--- src/rtl/fwd_pkg.sv ---
// rtl/fwd_pkg.sv - shared constants and entry record for the forwarding scoreboard
package fwd_pkg;

  // Default parameter values for the scoreboard and its entry pipe
  localparam int FWD_REG_BITS = 5;
  localparam int FWD_DEPTH    = 2;
  localparam int FWD_NUM_SRC  = 2;
  localparam int FWD_LOAD_LAT = 1;
  localparam int FWD_CNT_W    = 16;

  // Widest register index an entry can hold; narrower indices are zero-extended
  localparam int FWD_RD_MAX = 8;

  // Select code meaning "read the operand from the register file"
  localparam int FWD_RF = 0;

  // One shadowed pipeline stage: valid producer, destination, load flag
  typedef struct packed {
    logic                  v;
    logic [FWD_RD_MAX-1:0] rd;
    logic                  ld;
  } fwd_entry_t;

endpackage

--- src/rtl/fwd_entry_pipe.sv ---
// rtl/fwd_entry_pipe.sv - DEPTH-stage shadow of producers younger than EX
module fwd_entry_pipe
  import fwd_pkg::*;
#(
  parameter int DEPTH = FWD_DEPTH
) (
  input  logic                   clk,
  input  logic                   rst,
  input  fwd_entry_t             head,
  output fwd_entry_t [DEPTH:1]   stages
);

  // Age every record by one stage each cycle; the oldest simply drops off.
  always_ff @(posedge clk) begin
    if (!rst) begin
      stages <= '0;
    end else begin
      stages[1] <= head;
      for (int k = 2; k <= DEPTH; k++) begin
        stages[k] <= stages[k-1];
      end
    end
  end

endmodule

--- src/rtl/fwd_scoreboard.sv ---
// rtl/fwd_scoreboard.sv - operand forwarding select and load-use stall unit
module fwd_scoreboard
  import fwd_pkg::*;
#(
  parameter  int REG_BITS = FWD_REG_BITS,
  parameter  int DEPTH    = FWD_DEPTH,
  parameter  int NUM_SRC  = FWD_NUM_SRC,
  parameter  int LOAD_LAT = FWD_LOAD_LAT,
  parameter  int CNT_W    = FWD_CNT_W,
  localparam int SEL_W    = $clog2(DEPTH + 1)
) (
  input  logic                        clk,
  input  logic                        rst,
  input  logic                        ex_valid,
  input  logic                        ex_regwrite,
  input  logic                        ex_is_load,
  input  logic [REG_BITS-1:0]         ex_rd,
  input  logic [NUM_SRC*REG_BITS-1:0] ex_src,
  input  logic                        flush,
  output logic [NUM_SRC*SEL_W-1:0]    fwd_sel,
  output logic                        stall,
  output logic [CNT_W-1:0]            stall_cnt
);

  // A load that never becomes forwardable inside the shadow cannot be resolved
  if (LOAD_LAT >= DEPTH) begin : g_bad_load_lat
    $error("fwd_scoreboard: LOAD_LAT must be smaller than DEPTH");
  end

  if (REG_BITS > FWD_RD_MAX) begin : g_bad_reg_bits
    $error("fwd_scoreboard: REG_BITS exceeds the entry destination width");
  end

  fwd_entry_t             head;
  fwd_entry_t [DEPTH:1]   stages;
  logic [NUM_SRC-1:0]     op_unready;
  logic                   raw_stall;

  // Record entering stage 1; a stalled or flushed EX slot becomes a bubble.
  always_comb begin
    head    = '0;
    head.v  = ex_valid & ex_regwrite & (ex_rd != '0) & ~stall & ~flush;
    head.rd = FWD_RD_MAX'(ex_rd);
    head.ld = ex_is_load;
  end

  fwd_entry_pipe #(
    .DEPTH (DEPTH)
  ) u_entry_pipe (
    .clk    (clk),
    .rst    (rst),
    .head   (head),
    .stages (stages)
  );

  for (genvar i = 0; i < NUM_SRC; i++) begin : g_src
    logic [REG_BITS-1:0] src;
    logic [SEL_W-1:0]    sel;
    logic                unready;

    assign src = ex_src[i*REG_BITS +: REG_BITS];

    // Scan oldest to youngest so the nearest matching stage is the one that sticks;
    // its readiness alone decides the stall, never an older ready copy.
    always_comb begin
      sel     = SEL_W'(FWD_RF);
      unready = 1'b0;
      for (int k = DEPTH; k >= 1; k--) begin
        if (stages[k].v && (stages[k].rd == FWD_RD_MAX'(src)) && (src != '0)) begin
          sel     = SEL_W'(k);
          unready = stages[k].ld && (k <= LOAD_LAT);
        end
      end
    end

    assign fwd_sel[i*SEL_W +: SEL_W] = ex_valid ? sel : SEL_W'(FWD_RF);
    assign op_unready[i]             = unready;
  end

  assign raw_stall = ex_valid & (|op_unready);
  assign stall     = raw_stall & ~flush;

  // Count stall cycles, pinning at all-ones instead of wrapping.
  always_ff @(posedge clk) begin
    if (!rst) begin
      stall_cnt <= '0;
    end else if (stall && (stall_cnt != {CNT_W{1'b1}})) begin
      stall_cnt <= stall_cnt + CNT_W'(1);
    end
  end

endmodule

--- config.mk ---
export PLATFORM = sky130hd
export DESIGN_NAME = fwd_scoreboard
export DESIGN_NICKNAME = d
export VERILOG_FILES = /design/src/rtl/fwd_pkg.sv /design/src/rtl/fwd_entry_pipe.sv /design/src/rtl/fwd_scoreboard.sv
export SDC_FILE = /design/constraint.sdc
export NUM_CORES = 1
export LEC_CHECK = 0
export CELL_PAD_IN_SITES_DETAIL_PLACEMENT = 1
export CELL_PAD_IN_SITES_GLOBAL_PLACEMENT = 1
export CORE_UTILIZATION = 38
export DETAILED_ROUTE_END_ITERATION = 7
export PLACE_DENSITY_LB_ADDON = 0.1
export SETUP_SLACK_MARGIN = 0.02
export SYNTH_ARGS = -nofsm -noshare
export SYNTH_HDL_FRONTEND = slang
export SYNTH_SLANG_ARGS = --single-unit
--- constraint.sdc ---
create_clock -name clk -period 4 [get_ports clk]
set_input_delay 0.8 -clock clk [delete_from_list [all_inputs] [get_ports clk]]
set_output_delay 0.8 -clock clk [all_outputs]
set_load 0.02 [all_outputs]
; Yosys cells after proc, flatten, opt, wreduce, memory -nomap -nowiden
; Index checks and enable logic that the tools add are counted.
[op_classes]
reduce_logical = 13
n_bitwise = 8
add_sub_neg = 1
muxes = 8
eq_ne = 5
[op_table]
columns = cell, n
row1 = 8-bit by 5-bit equality test with 1-bit output, 4
row2 = 16-bit by 1-bit adder with 16-bit output (second input constant), 1
row3 = 16-bit inequality test (second input constant), 1
row4 = 5-bit nonzero test, 3
row5 = 2-bit 2-to-1 mux, 6
row6 = 1-bit logical AND, 9
row7 = 1-bit bitwise AND, 6
row8 = 1-bit 2-to-1 mux, 2
row9 = 1-bit NOT, 2
row10 = 2-bit OR reduction, 1
[word_totals]
input_bits = 21
out_inout_bits = 21
word_cells = 42
reg_bits = 35

; Longest topological paths before layout
[depth]
ltp_word = 10
ltp_mapped = 8
ltp_nobuf = 7

; Modules after synthesis
; A second synthesis with hierarchy kept.
[hier_totals]
cells_unflattened = 200
area_unflattened_um2 = 1851.8
[modules_own_cells]
columns = mod, cells_per_inst, area_each_um2, n_inst, seq_area_each_um2
row1 = fwd_scoreboard, 158, 1290.0, 1, 320.3
row2 = fwd_entry_pipe, 42, 561.8, 1, 400.4

; Worst setup path after synthesis
; No wires, ideal clock.
[synth_path]
kind = input port to output port
start = input port ex_src[5]
end = output port stall
required_time_ns = 3.200
path_buffers = 0
arrival_time_ns = 2.134
path_stages = 5
path_slack_ns = 1.066
path_cell_list = xnor2_1 -> nand2_1 -> nor4_4 -> nor2_2 -> nor2_1
[synth_between]
elab_chain_len = 7
[synth_lines]
columns = element, line_no
row1 = "start, declared", fwd_scoreboard.sv:18  ; input logic [NUM_SRC*REG_BITS-1:0] ex_src,
row2 = 8-bit by 5-bit equality test with 1-bit output, fwd_scoreboard.sv:69  ; if (stages[k].v && (stages[k].rd == FWD_RD_MAX'(src)) && (src != '0)) begin
row3 = 1-bit logical AND, fwd_scoreboard.sv:69
row4 = 1-bit logical AND (*), fwd_scoreboard.sv:69
row5 = 1-bit 2-to-1 mux (*), fwd_scoreboard.sv:69
row6 = 2-bit OR reduction (*), fwd_scoreboard.sv:80  ; assign raw_stall = ex_valid & (|op_unready);
row7 = 1-bit bitwise AND (*), fwd_scoreboard.sv:80
row8 = 1-bit bitwise AND (*), fwd_scoreboard.sv:81  ; assign stall = raw_stall & ~flush;
row9 = "end, declared", fwd_scoreboard.sv:21  ; output logic stall,
; Every way passes the cells marked *; elsewhere a longest branch is shown, timed or not.

; Worst setup path after layout
[layout_path]
start = input port ex_src[3]
end = output port fwd_sel[0]
[layout_between]
elab_chain_len = 5
[layout_lines]
columns = element, line_no
row1 = 8-bit by 5-bit equality test with 1-bit output, fwd_scoreboard.sv:69
row2 = 1-bit logical AND, fwd_scoreboard.sv:69
row3 = 1-bit logical AND (*), fwd_scoreboard.sv:69
row4 = 2-bit 2-to-1 mux (*), fwd_scoreboard.sv:69
row5 = 2-bit 2-to-1 mux (*), fwd_scoreboard.sv:76  ; assign fwd_sel[i*SEL_W +: SEL_W] = ex_valid ? sel : SEL_W'(FWD_RF);
row6 = "end, declared", fwd_scoreboard.sv:20  ; output logic [NUM_SRC*SEL_W-1:0] fwd_sel,
; Marked as above.

==> Implementation_results.wiki <==
{| class="wikitable"
! Metric !! Value
|-
| Run status || finished, final reports clean
|-
| Worst-path fanout max || 4
|-
| FF-to-FF setup slack || 1.63 ns
|-
| Placed Cells || 256
|-
| Primary FF master, synth || dfxtp_1
|-
| Syn. warnings || 0
|-
| Vias in the first global route || 1451
|-
| Worst reg2reg path endpoint || stall_cnt[15]
|-
| Part of the Yosys area used for sequential elements || 0.3841
|-
| Period utilization || 0.9376
|-
| CTS buffer count || 5
|-
| Total standard cell area after synthesis || 1511 sq um
|-
| Count of input and output buffers || 41
|-
| Synth area leaders || dfxtp_1 (38%), xnor2_1 (12%), and2_1 (5.4%), or4_1 (4.0%), a21boi_1 (3.5%)
|-
| Global-route wire length before repair || 6.879 mm
|-
| Slew at the pin closest to its max-slew limit || 0.7132 ns
|-
| Multiplexer share of the synthesized area || 0
|-
| Sw power || 144.0 uW
|-
| Synth Area in Compound Gates || 0.1440
|-
| Fin cells || 266
|-
| # diodes || 0
|-
| Startpoint of the most critical hold path || stall_cnt[10]
|-
| Startpoint of the worst register-to-register path || stall_cnt[2]
|-
| Kind of capture point of the worst setup path || output port
|-
| Xor-xnor portion of the synthesized cell area || 0.1333
|-
| Total global routing overflow || 0
|-
| Pin count of the biggest net entering global routing || 18
|-
| Number of synthesized register bits || 29
|-
| Area share of the largest cell type after synthesis || 0.3841
|-
| Cell Rows || 22
|-
| Clock tree from TritonCTS || done
|-
| Number of enable-type register cells in the synthesized netlist || 0
|-
| Tot GR Track Use || 0.2173
|-
| Setup repair after global routing missed its margin || no
|-
| CP startpoint kind || input port
|-
| Crit. Startpoint || ex_src[3]
|-
| Chip Width || 65.07 um
|-
| Num Clock Sinks || 29
|-
| Initial antenna violation count || 0
|-
| Area growth, synth to finish || 38.41%
|-
| Data required time at the worst endpoint || 3.20 ns
|-
| Final setup violation count || 0
|-
| Drt first-iter violations || 55
|-
| Power density normalized to cell area || 292.6 nW/um^2
|-
| Total Die Area || 4233 sq um
|-
| Vias per std cell || 5.496
|-
| Simple-gate portion of the synthesized area || 0.3096
|-
| Clock slew at the register clock pins of the worst setup and hold paths || 0.06 ns
|-
| Clock share of power || 0.399
|-
| Sw Share || 0.2352
|-
| Leakage component of the power || 0.0006845 uW
|-
| Instance count of the mapped netlist || 169
|-
| Number of design rule violations left after detail routing || 0
|-
| I/O pin cnt || 42
|-
| Adder-Cell Fraction of Synth Area || 0.008278
|-
| Pins Over Slew Limit || 0
|-
| Layout net count || 240
|-
| Clock buffer depth || 2
|-
| Initial core utilization || 0.4037
|-
| Combinational share of power || 0.109
|-
| Capturing instance or port of the critical path || fwd_sel[0]
|-
| TNS Setup || 0 ns
|-
| Worst clock skew on the final layout || 0.007545 ns
|-
| Clk Tree Root Cell || clkbuf_8
|-
| Number of violations of the max-capacitance limit || 0
|-
| Wirelength per Cell || 16.23 um
|-
| Post-cts hold buffer count || 0
|-
| Avg Inst Size Synth || 8.943 sq um
|-
| Total via count after detailed routing || 1462
|-
| Top cell type by total area after synthesis || dfxtp_1
|-
| Routed WL || 4.318 mm
|-
| Std-Cell Core Area || 3744 sq um
|-
| Max Freq || 266.6 MHz
|-
| Async set-reset flop share out of synthesis || 0
|-
| Final Wtd Congestion || 0.7700
|-
| Internal power consumption || 468.2 uW
|-
| Data arrival time of the critical path || 2.95 ns
|-
| Clock network latency to the later pin of the worst-skew pair || 0.28 ns
|-
| Post-Synthesis Net Count || 191
|-
| Hold violation total from the final report || 0
|-
| Cell variety after synth || 35
|-
| Depth of the most critical reg-to-reg path || 6
|-
| Vertical die dimension || 65.07 um
|-
| Detailed-routing iteration count for the pre-antenna-repair pass || 4
|-
| Worst voltage drop across the vdd grid || 0.1766 mV
|-
| Fin crit period || 3.751 ns
|-
| Largest family of logic cells by synthesized area || simple AND/OR/NAND/NOR gates
|-
| Sequential cell fraction of total power || 0.492
|-
| Layout cell share with drive strength beyond 1 || 0.07339
|-
| Kind of critical path || input port to output port
|-
| Remaining antenna violation count after routing || 0
|-
| H-tree levels || 2
|-
| Worst Hold Class || flip-flop to flip-flop
|-
| Total half-perimeter wirelength after legalization and detailed placement || 3.239 mm
|-
| Rel. slew slack || 0.5201
|}
==> flip-flops by register name, summed over array words and instances (netlist names) <==
name and count:
stall_cnt 16, u_entry_pipe.stages 13
==> power by group through the flow <==
stage / combinational, uW / clock (uW) / sequential, uW
after floorplan: 34.5 / 0 / 305
after global placement: 63.7 / 0 / 307
after detailed placement: 66.9 / 0 / 307
after CTS: 67.3 / 248 / 301
after global routing: 72.1 / 263 / 301
final: 66.9 / 244 / 301
==> logic make-up after synthesis <==
kind of cell / count (synthesis)
fa+ha+maj: 1
compound gates: 29
flops: 29
xor+xnor: 23
buf+inv: 8
simple gates: 79
==> how the worst min path moves through the flow <==
stage / to / depth (start not counted)
final: stall_cnt[10] / 2
after global routing: stall_cnt[10] / 2
after CTS: stall_cnt[10] / 2
after detailed placement: stall_cnt[10] / 2
after global placement: stall_cnt[10] / 2
after floorplan: u_entry_pipe.stages[11] / 1
==> per-stage QoR <==
step	area, sq um	power, uW	utilization	hold slack [ns]	setup WS [ns]
final	2092	612.2	0.5588	0.4953	0.2495
after global routing	2092	636.9	0.5588	0.5249	0.1495
after CTS	2067	616.0	0.5521	0.4991	0.1235
after detailed placement	1981	374.3	0.5291	0.4897	0.1261
after global placement	1981	370.5	0.5291	0.4755	0.2234
after floorplan	1511	339.6	-	0.4923	1.066
==> synthesized netlist by cell type (2+ instances only) <==
library cell   n
o21ai_1        5
dfxtp_1       29
nor3_1         2
nor4_1         2
nor2_1        13
a31oi_1        2
nand2b_1       4
inv_1          4
a21boi_1       7
or4_1          8
nand4_1        8
o311ai_1       2
and2_1        13
xnor2_1       21
nand3_1        7
o41ai_1        2
o31ai_1        3
or3_1          4
o21a_1         3
nand2_1       11
clkbuf_1       3
nor4_4         2
xor2_1         2
==> critical path: stages <==
cell and delay [ns]:
clkdlybuf4s50_1 0.55, xnor2_1 0.17, nand3_1 0.16, nor4_4 0.42, buf_4 0.18, buf_4 0.09, clkdlybuf4s50_1 0.58
==> cell type report <==
type,instances,area [sq um]
fill,440,1652
timing repair buffer,46,450.4
sequential,29,580.6
tap,48,60.06
inverter,4,15.01
multi-input combinational,132,899.6
clock buffer,7,86.33
==> metal layers <==
layer	part of all wire	track usage	up-vias
met5	0	0	-
met4	0.018	0.09239	0
met3	0.042	0.04225	8
met2	0.47	0.3672	36
met1	0.47	0.2663	706
li1	-	-	712
==> timing repair <==
item,4_1_cts,5_1_grt
setup endpoints to repair,0,1
gates resized for setup,0,1
hold endpoints to repair,0,0
setup buffers,0,3
==> layout by cell type, fill, tap and decap left out, types with 3 or more instances in the layout <==
cell type	instances
nand4_1	8
clkbuf_8	6
o31ai_1	3
dfxtp_1	29
nand2_1	11
a21boi_1	7
nor2_1	13
xnor2_1	21
o21ai_1	5
and2_1	13
buf_4	5
or4_1	8
clkdlybuf4s50_1	40
inv_1	4
or3_1	4
nand2b_1	4
nand3_1	7
o21a_1	3
Note: power is estimated with default switching activity, not from simulation.
